[src/rtl/ram_arbiter.sv]
// ram_arbiter: shares one RAM between the MSX-bus path (A), a loader (B) and refresh.
// A has priority; B accesses run to completion; a starvation guard lets B past refresh.
module ram_arbiter #(
    parameter int ADDR_WIDTH    = 22,
    parameter int ACCESS_CYCLES = 4
) (
    input  logic                  CLK,
    input  logic                  RESET,
    input  logic [ADDR_WIDTH-1:0] A_ADDR,
    input  logic [7:0]            A_DIN,
    input  logic                  A_OE_n,
    input  logic                  A_WE_n,
    input  logic                  A_RFSH_n,
    output logic [7:0]            A_DOUT,
    output logic                  A_WAIT_n,
    input  logic                  B_REQ,
    input  logic                  B_WE,
    input  logic [ADDR_WIDTH-1:0] B_ADDR,
    input  logic [7:0]            B_DIN,
    output logic                  B_ACK,
    output logic [7:0]            B_DOUT,
    output logic [ADDR_WIDTH-1:0] RAM_ADDR,
    output logic [7:0]            RAM_DIN,
    output logic                  RAM_WE_n,
    output logic                  RAM_OE_n,
    output logic                  RAM_RFSH_n,
    input  logic [15:0]           RAM_DOUT
);
    typedef enum logic [1:0] {IDLE, GNT_A, GNT_B, RFSH} state_t;
    state_t state, next_state;
    logic [3:0] cnt, starve;
    logic rfsh_pend, rfsh_q, a_wait_q, b_ack_q;
    logic [7:0] b_dout_q;
    logic a_req, rfsh_fall, b_done, a_exit, b_start, r_start;
    logic [ADDR_WIDTH-1:0] addr_d;
    logic [7:0] din_d;
    logic we_d, oe_d, rf_d;
    logic unused_hi;
    assign unused_hi = ^RAM_DOUT[15:8];
    assign a_req     = !A_OE_n || !A_WE_n;
    assign rfsh_fall = rfsh_q && !A_RFSH_n;
    assign b_done    = state == GNT_B && cnt == 4'd0;
    assign a_exit    = state == GNT_A && next_state != GNT_A;
    assign b_start   = next_state == GNT_B && state != GNT_B;
    assign r_start   = next_state == RFSH && state != RFSH;
    always_ff @(posedge CLK) begin
        state <= RESET ? IDLE : next_state;
    end
    // Saturated starvation count forces B ahead of refresh (never ahead of A).
    always_comb begin
        next_state = state;
        unique case (state)
            IDLE:  next_state = a_req ? GNT_A :
                                (B_REQ && starve == 4'hF) ? GNT_B :
                                rfsh_pend ? RFSH :
                                B_REQ ? GNT_B : IDLE;
            GNT_A: next_state = a_req ? GNT_A : IDLE;
            GNT_B: next_state = cnt != 4'd0 ? GNT_B : a_req ? GNT_A : IDLE;
            RFSH:  next_state = cnt != 4'd0 ? RFSH : IDLE;
        endcase
    end
    // RAM-side values are computed from the next state and registered, so the
    // RAM sees each grant one cycle after the decision; a running B access holds.
    always_comb begin
        addr_d = '0;
        din_d  = '0;
        we_d   = 1'b1;
        oe_d   = 1'b1;
        rf_d   = 1'b1;
        if (next_state == GNT_A) begin
            addr_d = A_ADDR;
            din_d  = A_DIN;
            we_d   = A_WE_n;
            oe_d   = A_OE_n;
        end else if (next_state == GNT_B) begin
            addr_d = state == GNT_B ? RAM_ADDR : B_ADDR;
            din_d  = state == GNT_B ? RAM_DIN : B_DIN;
            we_d   = state == GNT_B ? RAM_WE_n : !B_WE;
            oe_d   = state == GNT_B ? RAM_OE_n : B_WE;
        end else if (next_state == RFSH) begin
            rf_d = 1'b0;
        end
    end
    assign A_DOUT   = (state == GNT_A && !A_OE_n) ? RAM_DOUT[7:0] : 8'h00;
    assign A_WAIT_n = a_wait_q;
    assign B_ACK    = b_ack_q;
    assign B_DOUT   = b_ack_q ? RAM_DOUT[7:0] : b_dout_q;
    always_ff @(posedge CLK) begin
        if (RESET) begin
            cnt        <= '0;
            starve     <= '0;
            rfsh_pend  <= 1'b0;
            rfsh_q     <= 1'b1;
            a_wait_q   <= 1'b1;
            b_ack_q    <= 1'b0;
            b_dout_q   <= '0;
            RAM_ADDR   <= '0;
            RAM_DIN    <= '0;
            RAM_WE_n   <= 1'b1;
            RAM_OE_n   <= 1'b1;
            RAM_RFSH_n <= 1'b1;
        end else begin
            cnt        <= b_start ? 4'(ACCESS_CYCLES - 1) : r_start ? 4'd1 :
                          cnt != 4'd0 ? cnt - 4'd1 : cnt;
            starve     <= b_done ? 4'd0 :
                          (a_exit && B_REQ && starve != 4'hF) ? starve + 4'd1 : starve;
            rfsh_pend  <= rfsh_fall || (rfsh_pend && !(state == RFSH && cnt == 4'd0));
            rfsh_q     <= A_RFSH_n;
            a_wait_q   <= !(a_req && state == GNT_B && cnt != 4'd0);
            b_ack_q    <= state == GNT_B && cnt == 4'd1;
            b_dout_q   <= b_done ? RAM_DOUT[7:0] : b_dout_q;
            RAM_ADDR   <= addr_d;
            RAM_DIN    <= din_d;
            RAM_WE_n   <= we_d;
            RAM_OE_n   <= oe_d;
            RAM_RFSH_n <= rf_d;
        end
    end
endmodule

[config.mk]
export PLATFORM = sky130hd
export DESIGN_NAME = ram_arbiter
export DESIGN_NICKNAME = d
export VERILOG_FILES = /design/src/rtl/ram_arbiter.sv
export SDC_FILE = /design/constraint.sdc
export NUM_CORES = 1
export LEC_CHECK = 0
export ABC_AREA = 1
export CAP_MARGIN = 20
export CORE_MARGIN = 4
export CORE_UTILIZATION = 29
export CTS_CLUSTER_SIZE = 14
export DETAILED_ROUTE_END_ITERATION = 10
export PLACE_DENSITY_LB_ADDON = 0.3
export SLEW_MARGIN = 25
export SYNTH_ARGS = -nofsm -noshare
export SYNTH_HDL_FRONTEND = slang
export SYNTH_SLANG_ARGS = --single-unit
[constraint.sdc]
create_clock -name CLK -period 1.8 [get_ports CLK]
set_input_delay 0.27 -clock CLK [delete_from_list [all_inputs] [get_ports CLK]]
set_output_delay 0.27 -clock CLK [all_outputs]
set_load 0.01 [all_outputs]
Word level (Yosys, flattened, before mapping)
Index checks and enable logic that the tools add are counted.

Register bits: 55. Logic and storage cells: 84.

$add $sub $neg: 2. Equal/unequal tests: 13. Mux-type cells: 26. Reduce and logical (&&, ||, !) cells: 29.

Operators by type and width (number): two-way mux 22 bit (3); two-way mux 8 bit (5); two-way mux 2 bit (9); logical AND 1 bit (14); == test 2 bit (second input constant) (4); two-way mux 1 bit (8); one-hot mux 2 bit (4 select lines) (1); logical NOT 1 bit (6); OR reduction 3 bit (2); adder 4 x 1 -> 4 bit (second input constant) (1); == test 2 x 1 -> 1 bit (second input constant) (2); == test 4 x 1 -> 1 bit (second input constant) (1); == test 4 bit (second input constant) (1); logical NOT 4 bit (1); != test 2 bit (second input constant) (2); != test 4 bit (second input constant) (1); nonzero test 4 bit (1); subtractor 4 x 1 -> 4 bit (second input constant) (1); != test 3 bit (second input constant) (1); nonzero test 3 bit (1); logical NOT 2 bit (1); logical OR 1 bit (2); != test 2 x 1 -> 1 bit (second input constant) (1); OR reduction 2 bit (1).

Depth between registers and ports, before layout
Gate-level depths: netlist (run 1).

Depth after elaboration: 9. Mapped depth: 13.

Worst setup path before layout (run 1)
Ideal clock, no wire load.

Path kind: register to register. Start point: register cnt[0]. End point: register RAM_WE_n. Library setup time: 0.132 ns. Data arrival time: 1.509 ns. Required time: 1.668 ns. Slack: 0.159 ns. Stages on the path, launching flop included: 13. Cell sequence: dfxtp_1 inv_1 ha_1 nand2_4 nand2_1 nand2_1 nand2_1 nand2_4 nor2_8 buf_4 o21ai_1 o21ai_1 nand3_1.

Cells in the longest elaborated chain, start to end: 6. Elaborated cells on any way between the ends: 9.

RTL lines: from (decl) (RTL line 31) `logic [3:0] cnt, starve;`; from (signal assigned) (RTL line 103) `cnt <= b_start ? 4'(ACCESS_CYCLES - 1) : r_start ? 4'd1 :`; nonzero test 4 bit (*) (RTL line 58, 59); two-way mux 2 bit, on equally long branches (RTL line 59, 58); one-hot mux 2 bit (4 select lines) (*) (RTL line 52) `unique case (state)`; == test 2 bit (RTL line 75) `end else if (next_state == GNT_B) begin`; two-way mux 1 bit (RTL line 75); two-way mux 1 bit (RTL line 70) `if (next_state == GNT_A) begin`; to (signal assigned) (RTL line 114) `RAM_WE_n <= we_d;`; to (decl) (RTL line 24) `output logic RAM_WE_n,`.

Mark *: on every way between the ends. The rest lies on a longest branch, timed or not. A chain may end at the register's enable or synchronous reset.

Final worst setup path (run 1)
Start point: input port A_OE_n. End point: output port A_DOUT[2].

Cells in the longest elaborated chain, start to end: 3.

RTL lines: from (decl) (RTL line 11) `input logic A_OE_n,`; logical NOT 1 bit (RTL line 84) `assign A_DOUT = (state == GNT_A && !A_OE_n) ? RAM_DOUT[7:0] : 8'h00;`; logical AND 1 bit (RTL line 84); two-way mux 8 bit (RTL line 84); to (decl) (RTL line 14) `output logic [7:0] A_DOUT,`.

No other way between the ends.

==> key figures, run 1 <==
Global route
  • Total track usage: 14.17%
  • Vias in the first global route: 2982
  • Largest net degree at the start of global routing: 61
  • Grt ovf: 0
  • Initial antenna violation count: 0
  • First-pass GRT wire length: 13.50 mm

Detailed routing
  • Drt total wl: 8.439 mm
  • Pre-antenna DRT Iters: 4
  • ANT nets after route: 0
  • Wire per inst: 12.16 microns
  • Total vias in the final route: 3116
  • Drt via density: 4.490
  • Iter 0 DRT Violations: 114
  • Drt drc: 0

Cells and area
  • Post-route insts no fill: 694
  • Share of layout cells above drive strength 1: 9.558%
  • Util after Layout: 48.91%
  • Area Growth Syn to Fin: 62.01%
  • # nets final: 650
  • Diode count: 0
  • Fill cells: 978
  • Final instance area: 4583 sq um
  • FF+latch area: 1106 sq um
  • Multi-input gate area: 1358 sq um

Placement
  • Placed Instances: 680
  • I/O Buffers: 125
  • Post-Place Cell Area: 4327 sq um
  • Dpl hpwl: 6.129 mm
  • Routability cong.: 0.8298
  • Dpl ws: -0.1899 ns

Floorplanning
  • Die ar.: 11400 sq um
  • Die height: 106.8 microns
  • Number of I/O pins: 134
  • FP Rows: 35
  • Core area: 9371 sq um
  • Initial Util: 30.19%
  • Chip Width: 106.8 microns

Critical path
  • Max FO, Critical Path: 8
  • Reg2reg setup slack: 0.12 ns
  • Critical path launch point type: input pin
  • Slowest library cell on the worst path: clkdlybuf4s50_1
  • Setup Crit Path Kind: in -> out
  • Cell Chain, Critical Path: clkdlybuf4s50_1, nand3b_1, buf_4, nor2_1, dlygate4sd2_1
  • CP endpoint kind: output pin
  • Kind of cell adding the most delay to the critical path: buffers and inverters
  • Crit Reg-Reg Startpoint: cnt[0]$_SDFFE_PP0P_
  • Worst path required time: 1.53 ns
  • R2R depth: 12
  • Delay of the slowest critical-path stage: 0.45 ns
  • End of the worst register-to-register path: RAM_WE_n$_SDFFE_PP1P_
  • Worst Path Arrival: 1.44 ns
  • CP Buf/Inv Count: 3

Worst hold path
  • Hold path depth: 2
  • HP Start: rfsh_q$_SDFF_PP1_
  • Worst Hold Class: reg -> reg
  • Hold endpoint: rfsh_pend$_SDFF_PP0_

Clock network
  • CTS Buf Count: 5
  • Clock transition at the registers of the reported paths: 0.09 ns
  • Clock buffer depth: 2
  • Root buffer cell: clkbuf_8
  • Clock Latency Late Sink: 0.31 ns
  • CTS tree: done
  • Clk sinks: 55
  • Post-CTS Hold Fix Bufs: 0
  • H-Tree Depth: 2

Synthesis
  • Number of distinct library cells after synthesis: 27
  • Synth area leaders: dfxtp_1 (39%), nand3_1 (12%), nand2_1 (12%), inv_1 (11%), o21ai_0 (4.8%)
  • Yosys Warn Count: 0
  • Post-synth top area cell: dfxtp_1
  • Syn nets: 516
  • #FFs+latches synth: 55
  • Share of the synthesized area in the top cell type: 38.92%
  • Syn Std Cell Area: 2829 sq um
  • Sequential share of the synthesized area: 38.92%
  • Mean area per synthesized cell: 6.579 sq um
  • Cells after Synth: 430

Timing
  • Worst-Margin Slew: 0.3129 ns
  • Final Max Slew Viols: 0
  • Skew final: 0.004967 ns
  • Min Tclk post-route: 1.707 ns
  • Maximum clock rate: 585.9 MHz
  • Setup WS post-layout: 0.09323 ns
  • Fin crit share: 94.82%
  • Final hold viol count: 0
  • Final setup violating endpoints: 0
  • Relative slew slack: 79.12%

Power and ir drop
  • Max rail drop VDD: 570.0 uV
  • Pleak: 0.002311 uW
  • Power per cell area: 1023 nW/um^2

Run
  • Max Cap Viol: 0

Status
  • Outcome: finished, final reports clean
-- area by class of cell --
class	instances	area share (%)
multi-input combinational	271	29.62
timing repair buffer	149	32.98
clock inverter	3	1.474
inverter	82	6.770
tap	129	3.522
sequential	55	24.13
clock buffer	5	1.502
-- cells in the mapped netlist, drive strengths merged --
master	n
nand3b	1
clkbuf	11
ha	3
nand2	90
xor2	2
buf	11
nor3	1
inv	82
nor2	27
xnor2	2
and3	1
o211ai	1
nand4	7
dfxtp	55
a21oi	24
o21ai	42
a41oi	1
nand3	69
-- worst max path at each step --
stage | from | end | slack [ns] | cells past startpoint
after global routing | cnt[1]$_SDFFE_PP0P_ | RAM_ADDR[6]$_SDFFE_PP0P_ | -0.009 | 13
after detailed placement | A_OE_n | A_DOUT[2] | -0.19 | 5
after global placement | A_OE_n | A_DOUT[0] | -0.16 | 5
after CTS | cnt[1]$_SDFFE_PP0P_ | RAM_ADDR[6]$_SDFFE_PP0P_ | 0.03 | 13
after floorplan | cnt[0]$_SDFFE_PP0P_ | RAM_WE_n$_SDFFE_PP1P_ | 0.16 | 12
final | A_OE_n | A_DOUT[2] | 0.09 | 5
-- placed cells by master (no fill, tap or decap), types with 5 or more instances in the layout --
cell / n
nand4_1: 7
nand2_1: 83
o21ai_1: 15
clkbuf_8: 5
inv_1: 79
buf_4: 14
dfxtp_1: 51
a21oi_1: 24
dlygate4sd2_1: 16
o21ai_0: 27
nand2_2: 5
clkdlybuf4s50_1: 109
nor2_1: 23
nand3_1: 68
-- per-stage QoR --
step	power (uW)	setup TNS (ns)	hold WS [ns]
2_1_floorplan	2710	0	0.3391
3_5_place_dp	3652	-4.730	0.4445
4_1_cts	4618	0	0.4582
5_1_grt	5047	-0.01837	0.4842
3_3_place_gp	3591	-3.162	0.4402
6_report	4687	0	0.4555
-- registers in the layout, indices dropped and copies added, names as in the netlist --
signal and cells:
RAM_RFSH_n 1, RAM_DIN 8, RAM_ADDR 22, cnt 4
starve 4, A_WAIT_n 1, rfsh_pend 1, RAM_WE_n 1
rfsh_q 1, state 2, RAM_OE_n 1, B_ACK 1
b_dout_q 8
-- timing repair --
action / 4_1_cts / 5_1_grt
setup buffers: 0 / 3
endpoints found under the setup margin: 17 / 37
pin swaps: 0 / 4
cloned: 0 / 3
resized for setup: 18 / 16
-- cell families after synthesis --
family | synth area share [%]
XOR/XNOR | 1.239
buffers and inverters | 14.51
adder cells (fa/ha/maj) | 1.327
flip-flops | 38.92
AND/OR/NAND/NOR | 31.58
AO/OA/AOI/OAI | 12.43
-- worst register-to-register path, delay by kind of cell (launching register included) --
| kind | cells | cell delay, ns |
|---|---|---|
| AND/OR/NAND/NOR | 7 | 0.71 |
| buffers and inverters | 2 | 0.22 |
| adder cells (fa/ha/maj) | 1 | 0.16 |
| flip-flops | 1 | 0.35 |
| AO/OA/AOI/OAI | 2 | 0.14 |
-- metal layers --
metal  global-route usage [%]  vias to the layer above  share of wire [%]
met1                    16.62                     1371                 41
met4                    3.562                        0                1.3
met3                    5.719                        9                 11
met5                        0                        -                  0
li1                         -                     1624                  -
met2                    24.06                      112                 46
-- report_power, final --
part | switching [uW] | internal, uW | leakage, uW | total (uW)
sequential | 149 | 1450 | 0.000454 | 1600
combinational | 1070 | 1060 | 0.00179 | 2130
clock | 404 | 555 | 0.0000644 | 958
total | 1620 | 3060 | 0.00231 | 4690
No activity file was read; power rests on OpenSTA's default activity.
==> run 2, diff against run 1 <==
==> constraint.sdc (replaced) <==
create_clock -name CLK -period 1.8 [get_ports CLK]
set_input_delay 0.27 -clock CLK [delete_from_list [all_inputs] [get_ports CLK]]
set_output_delay 0.27 -clock CLK [all_outputs]
set_load 0.05 [all_outputs]
==> key figures, run 2 (same netlist as run 1, synthesis figures left out) <==
Global route
  • Largest net degree at the start of global routing: 61 (unchanged)
  • First-pass GRT wire length: 13.58 mm (was 13.50 mm)
  • Vias in the first global route: 2995 (was 2982)
  • Grt ovf: 0 (unchanged)
  • Initial antenna violation count: 0 (unchanged)
  • Total track usage: 14.31% (was 14.17%)

Timing
  • Final Max Slew Viols: 0 (unchanged)
  • Maximum clock rate: 554.7 MHz (was 585.9 MHz)
  • Relative slew slack: 64.70% (was 79.12%)
  • Hold Slack: 0.4667 ns (was 0.4555 ns)
  • Min Tclk post-route: 1.803 ns (was 1.707 ns)
  • Skew final: 0.006524 ns (was 0.004967 ns)
  • Final setup violating endpoints: 3 (was 0)
  • Final hold viol count: 0 (unchanged)
  • Worst-Margin Slew: 0.5278 ns (was 0.3129 ns)
  • Setup WS post-layout: -0.002925 ns (was 0.09323 ns)
  • Fin crit share: 100.2% (was 94.82%)
  • RSZ-0062 raised after global routing: yes

Floorplanning
  • Number of I/O pins: 134 (unchanged)
  • Initial Util: 30.19% (unchanged)
  • Die ar.: 11400 sq um (unchanged)
  • Chip Width: 106.8 microns (unchanged)
  • Die height: 106.8 microns (unchanged)
  • Core area: 9371 sq um (unchanged)
  • FP Rows: 35 (unchanged)

Critical path
  • End of the worst register-to-register path: RAM_WE_n$_SDFFE_PP1P_ (unchanged)
  • R2R depth: 12 (unchanged)
  • Worst path required time: 1.53 ns (about the same)
  • Worst Path Arrival: 1.53 ns (was 1.44 ns)
  • Reg2reg setup slack: 0.13 ns (was 0.12 ns)
  • Max FO, Critical Path: 8 (unchanged)
  • Crit Reg-Reg Startpoint: cnt[1]$_SDFFE_PP0P_ (was cnt[0]$_SDFFE_PP0P_)
  • Setup Crit Path Kind: in -> out (unchanged)
  • CP endpoint kind: output pin (unchanged)
  • Critical path launch point type: input pin (unchanged)

Run
  • Max Cap Viol: 0 (unchanged)

Cells and area
  • Most frequent cells in the layout: clkdlybuf4s50_1 (92), nand2_1 (85), inv_1 (79) (was clkdlybuf4s50_1 (109), nand2_1 (83), inv_1 (79))
  • Largest register FFs: 22 (unchanged)
  • Largest registers: RAM_ADDR: 22 flops, RAM_DIN: 8 flops, b_dout_q: 8 flops (unchanged)
  • # nets final: 645 (was 650)
  • Final instance area: 4663 sq um (was 4583 sq um)
  • Area Growth Syn to Fin: 64.84% (was 62.01%)
  • Share of layout cells above drive strength 1: 16.07% (was 9.558%)
  • Largest register by flop count: RAM_ADDR (unchanged)
  • Post-route insts no fill: 689 (was 694)
  • Most common cell after layout, fill and taps aside: clkdlybuf4s50_1 (unchanged)
  • Diode count: 0 (unchanged)

Placement
  • Dpl hpwl: 6.260 mm (was 6.129 mm)
  • Post-Place Cell Area: 4503 sq um (was 4327 sq um)
  • Routability cong.: 0.7792 (was 0.8298)
  • Placed Instances: 680 (unchanged)
  • Dpl ws: -0.1324 ns (was -0.1899 ns)
  • I/O Buffers: 125 (unchanged)

Worst hold path
  • HP Start: rfsh_q$_SDFF_PP1_ (unchanged)
  • Hold endpoint: rfsh_pend$_SDFF_PP0_ (unchanged)
  • Worst Hold Class: reg -> reg (unchanged)
  • Hold path depth: 2 (unchanged)

Clock network
  • Clock transition at the registers of the reported paths: 0.09 ns (about the same)
  • Post-CTS Hold Fix Bufs: 0 (unchanged)
  • CTS Buf Count: 5 (unchanged)
  • Clk sinks: 55 (unchanged)
  • Root buffer cell: clkbuf_8 (unchanged)
  • Clock buffer depth: 2 (unchanged)
  • Clock Latency Late Sink: 0.30 ns (was 0.31 ns)
  • H-Tree Depth: 2 (unchanged)
  • CTS tree: done (unchanged)

Detailed routing
  • Wire per inst: 11.95 microns (was 12.16 microns)
  • Drt drc: 0 (unchanged)
  • ANT nets after route: 0 (unchanged)
  • Iter 0 DRT Violations: 104 (was 114)
  • Total vias in the final route: 3051 (was 3116)
  • Pre-antenna DRT Iters: 5 (was 4)
  • Drt total wl: 8.232 mm (was 8.439 mm)
  • Drt via density: 4.428 (was 4.490)

Power and ir drop
  • Power per cell area: 1100 nW/um^2 (was 1023 nW/um^2)
  • Max rail drop VDD: 491.9 uV (was 570.0 uV)
  • Tot Pwr: 5132 uW (was 4687 uW)
  • Pleak: 0.002302 uW (was 0.002311 uW)

Status
  • Outcome: complete, but fails checks (was finished, final reports clean)
  • Failing checks: negative setup slack
-- run 2: worst max-delay path, stage by stage --
cell and delay (ns):
clkdlybuf4s50_1 0.44, buf_4 0.15, nand3b_1 0.14, buf_4 0.18, nor2_1 0.18, buf_12 0.17
-- run 2: how the worst max path moves through the flow --
stage / startpoint / end / slack, ns / depth (start not counted)
5_1_grt: A_OE_n / A_DOUT[5] / -0.07 / 6
4_1_cts: A_OE_n / A_DOUT[5] / -0.02 / 6
3_5_place_dp: A_OE_n / RAM_ADDR[9]$_SDFFE_PP0P_ / -0.13 / 12
6_report: A_OE_n / A_DOUT[6] / -0.003 / 6
3_3_place_gp: A_OE_n / RAM_ADDR[13]$_SDFFE_PP0P_ / -0.08 / 12
2_1_floorplan: B_ACK$_SDFF_PP0_ / B_DOUT[5] / 0.05 / 4
-- run 2: final cells by class --
cell class / instances / area [sq um]
fillers: 930 / 4708
repair buffers: 144 / 1582
multi-input cells: 271 / 1388
flip-flops and latches: 55 / 1107
inverters: 82 / 307.8
well taps: 129 / 161.4
clock buffers: 6 / 82.58
clock inverters: 2 / 35.03
-- run 2: power breakdown --
part / total (uW) / switching [uW] / leakage (uW) / internal [uW]
logic: 2700 / 1630 / 0.00179 / 1070
registers: 1590 / 143 / 0.000454 / 1450
clock network: 840 / 389 / 0.0000612 / 451
total: 5130 / 2160 / 0.00230 / 2970
-- run 2: what timing repair did --
action	CTS	global route
resized for setup	2	12
setup buffers	0	1
endpoints found under the setup margin	10	44
pin swaps	0	1
-- run 2: through the flow --
stage	utilization [%]	setup TNS, ns
after global placement	48.05	-1.559
after detailed placement	48.05	-2.991
after global routing	49.76	-0.3610
final	49.76	-0.004288
after CTS	49.36	-0.07916
after floorplan	-	0
-- run 2: routing by layer --
layer,vias up,track usage (%),share of wire [%]
li1,1609,-,-
met1,1341,17.04,43
met2,91,25.36,49
met3,10,3.974,7.0
met4,0,3.562,1.3
met5,-,0,0
